### src/rtl/exc_ctrl_pkg.sv
// rtl/exc_ctrl_pkg.sv - exception codes and FSM encodings shared by exc_ctrl and cp0
package exc_ctrl_pkg;

   localparam int EXC_TYPE_LENGTH = 5;

   localparam logic [EXC_TYPE_LENGTH-1:0] EXC_TYPE_INT  = 5'h00;
   localparam logic [EXC_TYPE_LENGTH-1:0] EXC_TYPE_SYS  = 5'h08;
   localparam logic [EXC_TYPE_LENGTH-1:0] EXC_TYPE_RI   = 5'h0A;
   localparam logic [EXC_TYPE_LENGTH-1:0] EXC_TYPE_OV   = 5'h0C;
   localparam logic [EXC_TYPE_LENGTH-1:0] EXC_TYPE_TR   = 5'h0D;
   localparam logic [EXC_TYPE_LENGTH-1:0] EXC_TYPE_ERET = 5'h10;
   localparam logic [EXC_TYPE_LENGTH-1:0] EXC_TYPE_NONE = 5'h1F;

   typedef enum logic {
      EXC_CTRL_RUN   = 1'b0,
      EXC_CTRL_FLUSH = 1'b1
   } exc_ctrl_state_e;

endpackage

### src/rtl/exc_ctrl_int_sync.sv
// rtl/exc_ctrl_int_sync.sv - 6-bit two-flop synchronizer for the hardware interrupt lines
module exc_ctrl_int_sync (
   input  logic       clk,
   input  logic       rst,
   input  logic [5:0] d,
   output logic [5:0] q
);

   logic [5:0] meta_q, meta_d;
   logic [5:0] sync_q, sync_d;

   always_comb begin
      meta_d = d;
      sync_d = meta_q;
   end

   always_ff @(posedge clk or negedge rst) begin
      if (!rst) begin
         meta_q <= '0;
         sync_q <= '0;
      end else begin
         meta_q <= meta_d;
         sync_q <= sync_d;
      end
   end

   assign q = sync_q;

endmodule

### src/rtl/exc_ctrl.sv
// rtl/exc_ctrl.sv - exception tracking, interrupt latching and flush sequencing for cp0
// Optional: EXC_CTRL_INT_SYNC_EN adds a two-flop synchronizer on hard_int_raw.
module exc_ctrl
   import exc_ctrl_pkg::*;
#(
   parameter int FLUSH_CYCLES = 2
) (
   input  logic                       clk,
   input  logic                       rst,
   input  logic [5:0]                 hard_int_raw,
   input  logic [EXC_TYPE_LENGTH-1:0] exc_id,
   input  logic [EXC_TYPE_LENGTH-1:0] exc_exe,
   input  logic                       stall,
   input  logic                       bubble_id,
   input  logic                       bubble_exe,
   input  logic                       bubble_mem,
   input  logic                       int_signal,
   input  logic                       eret_signal,
   output logic [EXC_TYPE_LENGTH-1:0] exc_type,
   output logic [5:0]                 hard_int,
   output logic                       flush,
   output logic                       busy
);

   exc_ctrl_state_e             state_q, state_d;
   logic [2:0]                  cnt_q, cnt_d;
   logic [EXC_TYPE_LENGTH-1:0]  exc_exe_q, exc_exe_d;
   logic [EXC_TYPE_LENGTH-1:0]  exc_mem_q, exc_mem_d;
   logic [5:0]                  pend_q, pend_d;
   logic [5:0]                  sync;

`ifdef EXC_CTRL_INT_SYNC_EN
   exc_ctrl_int_sync u_int_sync (
      .clk (clk),
      .rst (rst),
      .d   (hard_int_raw),
      .q   (sync)
   );
`else
   assign sync = hard_int_raw;
`endif

   always_comb begin
      state_d = state_q;
      cnt_d   = cnt_q;
      flush   = 1'b0;
      busy    = 1'b0;
      case (state_q)
         EXC_CTRL_RUN: begin
            if (int_signal || eret_signal) begin
               state_d = EXC_CTRL_FLUSH;
               cnt_d   = 3'(FLUSH_CYCLES - 1);
            end
         end
         EXC_CTRL_FLUSH: begin
            flush = 1'b1;
            busy  = 1'b1;
            if (cnt_q == 3'd0) begin
               state_d = EXC_CTRL_RUN;
            end else begin
               cnt_d = cnt_q - 3'd1;
            end
         end
         default: state_d = EXC_CTRL_RUN;
      endcase
   end

   // ID-detected code takes precedence over the EXE-detected one for the same instruction
   always_comb begin
      exc_exe_d = exc_exe_q;
      exc_mem_d = exc_mem_q;
      if (flush) begin
         exc_exe_d = EXC_TYPE_NONE;
         exc_mem_d = EXC_TYPE_NONE;
      end else if (!stall) begin
         exc_exe_d = bubble_id ? EXC_TYPE_NONE : exc_id;
         if (bubble_exe) begin
            exc_mem_d = EXC_TYPE_NONE;
         end else begin
            exc_mem_d = (exc_exe_q != EXC_TYPE_NONE) ? exc_exe_q : exc_exe;
         end
      end
   end

   always_comb begin
      exc_type = EXC_TYPE_NONE;
      if (state_q == EXC_CTRL_FLUSH) begin
         exc_type = EXC_TYPE_NONE;
      end else if (!bubble_mem && (exc_mem_q != EXC_TYPE_NONE)) begin
         exc_type = exc_mem_q;
      end else if (pend_q != 6'd0) begin
         exc_type = EXC_TYPE_INT;
      end
   end

   // A taken interrupt clears pending bits; lines still asserted re-latch at once
   always_comb begin
      pend_d = pend_q | sync;
      if (int_signal && (exc_type == EXC_TYPE_INT)) begin
         pend_d = sync;
      end
   end

   assign hard_int = pend_q;

   always_ff @(posedge clk or negedge rst) begin
      if (!rst) begin
         state_q   <= EXC_CTRL_RUN;
         cnt_q     <= 3'd0;
         exc_exe_q <= EXC_TYPE_NONE;
         exc_mem_q <= EXC_TYPE_NONE;
         pend_q    <= 6'd0;
      end else begin
         state_q   <= state_d;
         cnt_q     <= cnt_d;
         exc_exe_q <= exc_exe_d;
         exc_mem_q <= exc_mem_d;
         pend_q    <= pend_d;
      end
   end

endmodule

### config.mk
export PLATFORM = sky130hd
export DESIGN_NAME = exc_ctrl
export DESIGN_NICKNAME = d
export VERILOG_FILES = /design/src/rtl/exc_ctrl_pkg.sv /design/src/rtl/exc_ctrl_int_sync.sv /design/src/rtl/exc_ctrl.sv
export SDC_FILE = /design/constraint.sdc
export NUM_CORES = 1
export LEC_CHECK = 0
export CAP_MARGIN = 20
export CORE_MARGIN = 2
export CORE_UTILIZATION = 44
export DETAILED_ROUTE_END_ITERATION = 16
export PLACE_DENSITY_LB_ADDON = 0.3
export SLEW_MARGIN = 20
export SYNTH_ARGS = -nofsm -noshare
export SYNTH_HDL_FRONTEND = slang
export SYNTH_HIERARCHICAL = 1
export SYNTH_SLANG_ARGS = --single-unit
### constraint.sdc
create_clock -name clk -period 2.1 [get_ports clk]
set_input_delay 0.42 -clock clk [delete_from_list [all_inputs] [get_ports clk]]
set_output_delay 0.42 -clock clk [all_outputs]
set_load 0.1 [all_outputs]
==> reports/summary.txt <==
Post-Synthesis Net Count = 134
Ratio of cells with drive above 1 in the final layout = 39.51%
Critical path endpoint category = output pin
Post-CTS Hold Buffers = 0
Initial DRT Pass Iterations = 4
Global router's overall resource usage = 22.93%
Data required time of the worst path = 1.68 ns
Inserted Clock Buffers = 3
Net count of the finished layout = 189
Number of register bits inferred by synthesis = 20
Fin area = 1708 sq um
Number of instances in the synthesized netlist = 108
Worst slew margin = 64.29%
Number of nets with antenna violations after detailed routing = 0
Logic gate share of total power = 68.1%
Mux share of post-synthesis cell area = 0%
Leakage power = 0.6970 nW
Number of hold violations in the final report = 0
Layout area overhead = 62.31%
Standard-cell row count = 17
Final Slew Violations = 0
Tightest Hold Check Type = in -> async
Initial core utilization = 47.11%
Power spent charging and discharging nets = 0.001382 W
Post-DR wirelength/cell = 15.34 um
Internal power contribution = 0.001248 W
Family with the most delay on the worst path = buffers and inverters
Met3 Use GR = 1.695%
Violated checks = negative setup slack
Top achievable clock speed = 0.4607 GHz
Fraction of the yosys area taken by sequential cells = 48.75%
Maximum number of pins on one net before global-route repair = 21
Maximum VDD drop = 1.465 mV
Dominant combinational cell family by area after synthesis = simple AND/OR/NAND/NOR gates
Initial DRC count = 23
Global routing met1 resource utilization = 27.44%
Global route total overflow = 0
Portion of the clock cycle consumed by the worst path in the final layout = 103.4%
GRT busiest layer = met2
I/O pin total = 37
Total wire length after detailed routing = 2.915 mm
Slew @ Worst Pin = 0.5316 ns
Relative contribution of sequential cells to total power = 23.2%
Number of endpoints failing setup at the final stage = 5
Inserted Diodes = 0
Vias in the first global route = 1048
Number of violations of the max-capacitance limit = 0
Average instance area after synthesis = 9.743 sq um
Clock Sinks = 20
Placed cell count = 174
Routed vias = 1047
Depth of the CTS H-tree = 1
Initial antenna violation count = 0
Cell-by-cell trace of the critical path = clkdlybuf4s50_1 > inv_1 > a31oi_1 > o21a_2 > clkinvlp_4 > buf_12
Synthesized-area fraction occupied by adder cells = 2.378%
CTS tree = done
Die boundary height = 52.90 um
Global-route wire length before repair = 4.574 mm
Most frequent cells in the layout = 23 x sky130_fd_sc_hd__clkdlybuf4s50_1, 23 x sky130_fd_sc_hd__buf_4, 14 x sky130_fd_sc_hd__nor2_1, 11 x sky130_fd_sc_hd__a21oi_1, 10 x sky130_fd_sc_hd__dfstp_2
Worst-path cell with the longest stage delay = sky130_fd_sc_hd__clkdlybuf4s50_1
Input/output buffers = 36
Warning count from the yosys run = 6
Classification of the worst setup path = in -> out
Power Dens Cells = 1540 nW/um^2
Compound-cell area share of the yosys netlist = 20.33%
Floorplan core area = 2233 sq um
Clock transition at path regs = 0.12 ns
Post-synthesis cell area = 1052 sq um
Buffers and inverters on the worst path = 4
Clock tree buffer depth = 2
Crit Path Max Fanout = 3
Hold slack final = 0.4274 ns
Post-synthesis simple-gate area fraction = 24.97%
Vias per Instance = 5.511
Met2 usage = 39.17%
Post-place instance area = 1520 sq um
Die area = 2798 sq um
Residual DRC = 0
Fin Setup TNS = -0.1914 ns
Type of element launching the critical path = input port
Post-synth top flop = sky130_fd_sc_hd__dfstp_2
Horizontal die dimension = 52.90 um
Net switching share of the total power = 52.54%
Distinct cells, synth = 28
Number of standard cells in the layout, taps in and fillers out = 190
Unrepaired setup endpoints after global routing = yes
Detail Placement HPWL = 1.963 mm
Later-pin clock latency in the skew report = 0.31 ns
Post-synth EDFFs = 0
Final weighted congestion of routability-driven global placement = 0.8050
CP Data Arrival Time = 1.75 ns
Run status = complete, but fails checks
Async set or reset register ratio after synthesis = 100.0%
Share of the synthesized netlist area taken by xor and xnor gates = 0%
Final worst path period need = 2.170 ns
Final critical-path setup slack = -0.07041 ns
Clock skew = 0.005321 ns
Slowest Stage Delay on Critical Path = 0.56 ns
Cell at the root of the clock tree = sky130_fd_sc_hd__clkbuf_4
Power share of the clock group = 8.8%
worst register-to-register path, delay by kind of cell, from the launching register on:
kind,cells,cell delay (ns)
compound gates,2,0.25
simple gates,2,0.69
buf+inv,3,0.38
flops,1,0.39
final timing paths:
check / end / depth (start not counted) / slack (ns) / start
max: exc_type[1] / 6 / -0.07 / bubble_mem
min: cnt_q[1]$_DFFE_PN0P_ / 2 / 0.43 / rst
max reg2reg: hard_int[2]$_DFF_PN0_ / 7 / 0.28 / exc_mem_q[0]$_DFFE_PN1P_
min reg2reg: exc_mem_q[4]$_DFFE_PN1P_ / 2 / 0.50 / exc_exe_q[4]$_DFFE_PN1P_
max in group asynchronous: exc_mem_q[1]$_DFFE_PN1P_ / 2 / 1.41 / rst
min in group clk: exc_mem_q[4]$_DFFE_PN1P_ / 2 / 0.50 / exc_exe_q[4]$_DFFE_PN1P_
synthesized netlist by cell type, types with 3 or more instances:
| cell | count | area [sq um] |
|---|---|---|
| sky130_fd_sc_hd__a21o_1 | 3 | 22.52 |
| sky130_fd_sc_hd__a21oi_1 | 11 | 55.05 |
| sky130_fd_sc_hd__dfrtp_1 | 10 | 250.2 |
| sky130_fd_sc_hd__dfstp_2 | 10 | 262.8 |
| sky130_fd_sc_hd__inv_1 | 6 | 22.52 |
| sky130_fd_sc_hd__nand2_1 | 4 | 15.01 |
| sky130_fd_sc_hd__nand2b_1 | 3 | 18.77 |
| sky130_fd_sc_hd__nor2_1 | 14 | 52.55 |
| sky130_fd_sc_hd__nor2b_1 | 5 | 31.28 |
| sky130_fd_sc_hd__nor3_1 | 7 | 35.03 |
| sky130_fd_sc_hd__nor4b_1 | 6 | 52.55 |
| sky130_fd_sc_hd__o21ai_0 | 5 | 25.02 |
| sky130_fd_sc_hd__o21bai_1 | 5 | 37.54 |
logic make-up after synthesis:
| family | after synthesis |
|---|---|
| AO/OA/AOI/OAI | 32 |
| adder cells (fa/ha/maj) | 2 |
| buffers and inverters | 9 |
| flip-flops | 20 |
| AND/OR/NAND/NOR | 45 |
per-stage QoR:
stage	utilization, %	setup slack [ns]	power, W
global route	76.47	-0.1231	0.002742
CTS	75.29	-0.04984	0.002619
global placement	68.07	0.05725	0.002219
floorplan	-	0.01627	0.001756
finish	76.47	-0.07041	0.002630
detailed placement	68.07	0.01161	0.002258
timing repair:
action / in CTS / in global routing
resized for setup: 7 / 4
endpoints found under the setup margin: 5 / 5
pin swaps: 7 / 3
setup buffers: 11 / 1
metal layers:
| layer | up-vias | wire length (um) |
|---|---|---|
| met2 | 31 | 1531 |
| met3 | 15 | 79 |
| met5 | - | 0 |
| met4 | 0 | 125 |
| li1 | 495 | - |
| met1 | 506 | 1178 |
power by group through the flow:
stage	Combinational (W)	Sequential [W]	Clock [W]
final	0.00179	0.000609	0.000231
after global routing	0.00187	0.000625	0.000249
after CTS	0.00178	0.000603	0.000238
after detailed placement	0.00165	0.000612	0
after global placement	0.00161	0.000608	0
after floorplan	0.000870	0.000885	0
registers in the layout (all words and copies together) (netlist names):
| register | count |
|---|---|
| hard_int | 6 |
| exc_mem_q | 5 |
| state_q | 1 |
| exc_exe_q | 5 |
| cnt_q | 3 |
final cells by class:
class	instances	area [sq um]
Tap cell	28	35.03
Multi-Input combinational cell	79	560.5
Clock buffer	4	36.28
Sequential cell	20	524.3
Inverter	6	26.28
Timing Repair Buffer	53	525.5
Fill cell	154	525.5
No activity file was read; power rests on OpenSTA's default activity.
